$ cat src/rtl/vclk_pal_pkg.sv
// Shared types and default constants for the VDG PAL padding sequencer.
// Holds the FSM state encoding and the default PAL line geometry.
package vclk_pal_pkg;

  typedef enum logic [2:0] {
    WAIT_FS = 3'd0,
    COUNT   = 3'd1,
    TOP_PAD = 3'd2,
    PAD     = 3'd3,
    DONE    = 3'd4
  } state_t;

  localparam int PAL_PAD_START = 192;
  localparam int PAL_PAD_LINES = 25;
  localparam int LINE_W        = 9;
  localparam int PAD_CNT_W     = 6;

endpackage

$ cat src/rtl/sync_edge_det.sv
// Two-flop synchroniser for an async active-low sync pin, plus a
// falling-edge pulse. Ports: Clk, Reset, async_in -> fall (1 Clk).
module sync_edge_det (
  input  logic Clk,
  input  logic Reset,
  input  logic async_in,
  output logic fall
);

  logic s1, s2, s3;

  // Flops reset high (idle level) so reset release makes no edge.
  always_ff @(posedge Clk or posedge Reset) begin
    if (Reset) begin
      s1 <= 1'b1;
      s2 <= 1'b1;
      s3 <= 1'b1;
    end else begin
      s1 <= async_in;
      s2 <= s1;
      s3 <= s2;
    end
  end

  assign fall = s3 & ~s2;

endmodule

$ cat src/rtl/vclk_pad_scheduler.sv
// VDG clock-inhibit sequencer: counts lines from HSync/FSync and opens
// the PAL padding window(s). Ports: Clk, Reset, nHSync, nFSync, Enable
// in; Line24, VClkPulse, PadActive, LineCount, Overrun out.
// Macro VCLK_TOP_PAD_EN adds a second (top border) window at TOP_START.
module vclk_pad_scheduler #(
  parameter int PAD_START = vclk_pal_pkg::PAL_PAD_START,
  parameter int PAD_LINES = vclk_pal_pkg::PAL_PAD_LINES,
  parameter int LINE_W    = vclk_pal_pkg::LINE_W,
  parameter int TOP_START = 0
) (
  input  logic              Clk,
  input  logic              Reset,
  input  logic              nHSync,
  input  logic              nFSync,
  input  logic              Enable,
  output logic              Line24,
  output logic              VClkPulse,
  output logic              PadActive,
  output logic [LINE_W-1:0] LineCount,
  output logic              Overrun
);

  import vclk_pal_pkg::*;

  logic hs_fall, fs_fall;

  sync_edge_det u_hs (
    .Clk      (Clk),
    .Reset    (Reset),
    .async_in (nHSync),
    .fall     (hs_fall)
  );

  sync_edge_det u_fs (
    .Clk      (Clk),
    .Reset    (Reset),
    .async_in (nFSync),
    .fall     (fs_fall)
  );

  state_t                 state_q, state_d;
  logic [PAD_CNT_W-1:0]   pad_q, pad_d;
  logic [LINE_W-1:0]      line_q;
  logic                   line24_q, line24_d;
  logic                   pulse_q, pulse_d;
  logic                   overrun_q;
  logic [LINE_W:0]        line_nx;
  logic                   in_pad;
  logic                   hit_bot;

  // One extra bit so a saturated count never aliases onto a start line.
  assign line_nx = {1'b0, line_q} + (LINE_W+1)'(1);
  assign hit_bot = hs_fall & Enable & (int'(line_nx) == PAD_START);

`ifdef VCLK_TOP_PAD_EN
  logic hit_top;
  assign hit_top = hs_fall & Enable & (int'(line_nx) == TOP_START);
  assign in_pad  = (state_q == PAD) | (state_q == TOP_PAD);
`else
  logic unused_top;
  assign unused_top = (TOP_START != 0);
  assign in_pad     = (state_q == PAD);
`endif

  always_ff @(posedge Clk or posedge Reset) begin
    if (Reset) begin
      state_q   <= WAIT_FS;
      pad_q     <= '0;
      line_q    <= '0;
      line24_q  <= 1'b0;
      pulse_q   <= 1'b0;
      overrun_q <= 1'b0;
    end else begin
      state_q  <= state_d;
      pad_q    <= pad_d;
      line24_q <= line24_d;
      pulse_q  <= pulse_d;
      if (fs_fall)
        line_q <= '0;
      else if (hs_fall && line_q != '1)
        line_q <= line_q + 1'b1;
      if (fs_fall && in_pad)
        overrun_q <= 1'b1;
    end
  end

  always_comb begin
    state_d = state_q;
    pad_d   = pad_q;
    unique case (state_q)
      WAIT_FS: begin
        if (fs_fall) state_d = COUNT;
      end
      COUNT: begin
        if (fs_fall) begin
          state_d = COUNT;
        end else if (hit_bot) begin
          state_d = PAD;
          pad_d   = PAD_CNT_W'(PAD_LINES);
        end
`ifdef VCLK_TOP_PAD_EN
        else if (hit_top) begin
          state_d = TOP_PAD;
          pad_d   = PAD_CNT_W'(PAD_LINES);
        end
`endif
      end
`ifdef VCLK_TOP_PAD_EN
      TOP_PAD,
`endif
      PAD: begin
        if (fs_fall) begin
          state_d = COUNT;
          pad_d   = '0;
        end else if (hs_fall) begin
          pad_d = pad_q - 1'b1;
          // The hs_fall that empties the counter starts the first
          // unpadded line, so it closes the window without a pulse.
          if (pad_q == PAD_CNT_W'(1))
            state_d = (state_q == PAD) ? DONE : COUNT;
        end
      end
      DONE: begin
        if (fs_fall) state_d = COUNT;
      end
      default: state_d = WAIT_FS;
    endcase
  end

  always_comb begin
    line24_d = (state_d == PAD);
`ifdef VCLK_TOP_PAD_EN
    line24_d = line24_d | (state_d == TOP_PAD);
`endif
    pulse_d = line24_d & hs_fall & ~fs_fall;
  end

  assign Line24    = line24_q;
  assign PadActive = line24_q;
  assign VClkPulse = pulse_q;
  assign LineCount = line_q;
  assign Overrun   = overrun_q;

endmodule

$ cat config.mk
export PLATFORM = sky130hd
export DESIGN_NAME = vclk_pad_scheduler
export DESIGN_NICKNAME = d
export VERILOG_FILES = /design/src/rtl/vclk_pal_pkg.sv /design/src/rtl/sync_edge_det.sv /design/src/rtl/vclk_pad_scheduler.sv
export SDC_FILE = /design/constraint.sdc
export NUM_CORES = 1
export LEC_CHECK = 0
export CELL_PAD_IN_SITES_DETAIL_PLACEMENT = 1
export CELL_PAD_IN_SITES_GLOBAL_PLACEMENT = 1
export CORE_MARGIN = 2
export CORE_UTILIZATION = 42
export CTS_CLUSTER_DIAMETER = 50
export DETAILED_ROUTE_END_ITERATION = 8
export PLACE_DENSITY = 0.85
export SYNTH_ARGS = -nofsm -noshare
export SYNTH_HDL_FRONTEND = slang
export SYNTH_SLANG_ARGS = --single-unit
$ cat constraint.sdc
create_clock -name Clk -period 2.92 [get_ports Clk]
set_clock_uncertainty 0.1 [all_clocks]
set_input_delay 0.584 -clock Clk [delete_from_list [all_inputs] [get_ports Clk]]
set_output_delay 0.584 -clock Clk [all_outputs]
set_load 0.01 [all_outputs]
==> flow_summary.ini <==
[status]
status = finished clean

[setup_path]
cp-end-kind = flop
crit_arrival_ns = 2.66
path_cells = ha_1 > or3b_1 > a211o_1 > a221oi_4 > nor2_2 > nor4_2
required_ns = 3.07
critPathKind = reg -> reg
max_stage_delay_ns = 0.52
critPathLaunchType = flop
crit_path_top_delay_cell = dfrtp_1
critPathMaxFanout = 10

[synthesis]
synth_fp_nets = 159
syn-instance-count = 149
postSynthAreaPerCell_um2 = 9.64
synth-seq-cells = 27
yosys_warnings = 0
yosys.area.top_type = dfrtp_1
syn_area_um2 = 1440
async_reset_ff_share_pct = 100
netlist_top_cells_area = dfrtp_1 (37%), dfstp_2 (11%), ha_1 (4.4%), a21oi_1 (4.2%), o21ai_0 (4.2%)
synth_seq_area_share_pct = 47.6
synth_edf_count = 0
yosys.area.top_type_share_pct = 36.6
synth_cell_types = 45
ys.flop_type = dfrtp_1

[final_layout]
final_cell_mix = dfrtp_1 (21), clkdlybuf4s50_1 (17), nand2_1 (16), a21oi_1 (12), o21ai_0 (12)
drive_gt1_share_pct = 9.58
final_cells = 213
n_antenna_cell = 0
area_growth_pct = 17.7
layout_commonest_cell = dfrtp_1
fin_nets = 178
fin_area_um2 = 1690

[power_and_ir_drop]
p_leak_nw = 0.684
comb_power_share_pct = 11.7
pwr-share-clk_pct = 26.2
irDropWorstVdd_v = 0.000243
switching_share_pct = 27.8
power_density_nw_per_um2 = 390
power_switching_uw = 183
power.internal_uw = 476
seqPwrFrac_pct = 62.1

[clock_tree]
cts.path.max_buffers = 2
clk_latency_ns = 0.33
cts-buffers-inserted = 3
cts_setup_buffers = 0
clk_pin_slew_ns = 0.16
root_buffer = clkbuf_4
cts_num_sinks = 27
ctsHtreeMaxLevel = 1
cts_tree = built
cts.repair.resized = 0
hold_buffers = 0

[global_route]
grt_pass1_wl_um = 6160
grt.total_usage_pct = 19.2
overflow = 0
grt_max_degree = 28
grt_pass1_vias = 1308
antenna_found_initial = 0

[timing]
max_freq_mhz = 399
setup_viol = 0
slew_headroom_pct = 57.6
slew_violations = 0
finalHoldViolations = 0
rsz0062_at_grt = no
holdWs_ns = 0.267
finalCritPeriodShare_pct = 85.8
min_period_ns = 2.51
final.setup.tns_ns = 0
tightestPinTransition_ns = 0.630

[die]
ios = 18
die_h_um = 62.5
core_area_um2 = 3310
dieArea_um2 = 3900
rows = 21
die_w_um = 62.5
initial_core_util_pct = 43.4

[place]
gp_congestion = 0.899
place.port_buffers = 17
place_hpwl_um = 2450
dp.cells = 209
place_area_um2 = 1660

[route]
ant_nets = 0
vias = 1230
wl_um = 3430
drc = 0
first_pass_iters = 4
avgRoutedWirePerCell_um = 16.1
via_per_inst = 5.77
drtIter0Drc = 36

[flow_run]
drv_cap = 0

[min_path]
hp-class = reg -> reg
-- kinds of logic (layout without fill, tap and decap cells) --
| logic type | count (synthesis) | count (layout) | share of synthesized area [%] |
|---|---|---|---|
| flops | 27 | 27 | 47.6 |
| xor+xnor | 6 | 6 | 3.66 |
| simple gates | 59 | 59 | 22.0 |
| buf+inv | 11 | 29 | 3.14 |
| compound gates | 41 | 41 | 19.3 |
| fa+ha+maj | 5 | 5 | 4.36 |
-- cells in the mapped netlist (2+ instances only) --
| cell type | number |
|---|---|
| nor2_1 | 11 |
| clkbuf_1 | 5 |
| nand3b_1 | 2 |
| nand2_1 | 16 |
| dfrtp_1 | 21 |
| ha_1 | 5 |
| nand3_1 | 2 |
| nand2b_1 | 3 |
| inv_1 | 5 |
| nor2b_1 | 3 |
| o21ai_0 | 12 |
| and3_1 | 3 |
| nor4_1 | 2 |
| a21oi_1 | 12 |
| nand4_1 | 5 |
| xor2_1 | 5 |
| nor3_1 | 3 |
| a22oi_1 | 2 |
| dfstp_2 | 6 |
-- metal layers --
layer  track usage (%)  up-vias  share of wire, %  wire length (µm)
met3              2.52        4               4.8               165
met1              25.3      612                45              1550
met2              32.4       33                49              1670
li1                  -      581                 -                 -
met4              7.22        0               1.1                39
met5                 0        -                 0                 0
-- critical path: cells and delay by family, from the launching register on --
family,cells,cell delay (ns)
compound gates,2,0.75
fa+ha+maj,1,0.33
simple gates,3,0.74
flops,1,0.52
-- state kept, by name, indices dropped and copies added, names as in the netlist --
register / count
Overrun: 1
state_q: 3
VClkPulse: 1
Line24: 1
u_hs.s2: 1
u_hs.s1: 1
u_fs.s2: 1
u_fs.s3: 1
u_fs.s1: 1
LineCount: 9
u_hs.s3: 1
pad_q: 6
-- through the flow --
step / util, % / total power, mW / setup WS (ns)
2_1_floorplan: - / 0.456 / 0.684
3_3_place_gp: 50.2 / 0.488 / 0.591
3_5_place_dp: 50.2 / 0.493 / 0.459
4_1_cts: 51.1 / 0.663 / 0.426
5_1_grt: 51.1 / 0.692 / 0.207
6_report: 51.1 / 0.659 / 0.415
-- path summary, 6_finish.rpt --
| check | start | endpoint | slack [ns] | depth (start not counted) |
|---|---|---|---|---|
| max reg2reg | LineCount[0] | VClkPulse | 0.41 | 6 |
| min in group asynchronous | Reset | state_q[2] | 0.49 | 3 |
| min | u_hs.s1 | u_hs.s2 | 0.27 | 0 |
| min reg2reg | u_hs.s1 | u_hs.s2 | 0.27 | 0 |
| max in group asynchronous | Reset | u_hs.s1 | 1.93 | 3 |
| max | LineCount[0] | VClkPulse | 0.41 | 6 |
-- power by group through the flow --
stage          sequential (mW)  combinational, mW  clock, mW
4_1_cts                  0.408             0.0791      0.175
5_1_grt                  0.411             0.0865      0.195
6_report                 0.409             0.0772      0.173
3_3_place_gp             0.413             0.0751          0
3_5_place_dp             0.415             0.0783          0
2_1_floorplan            0.410             0.0461          0
-- cell type report --
class | instances | area, µm²
Fill cell | 402 | 1620
Clock buffer | 3 | 22.5
Inverter | 5 | 18.8
Timing Repair Buffer | 20 | 193
Tap cell | 46 | 57.6
Sequential cell | 27 | 683
Multi-Input combinational cell | 111 | 708
Clock inverter | 1 | 7.51
Power figures use the tool's default switching activity.
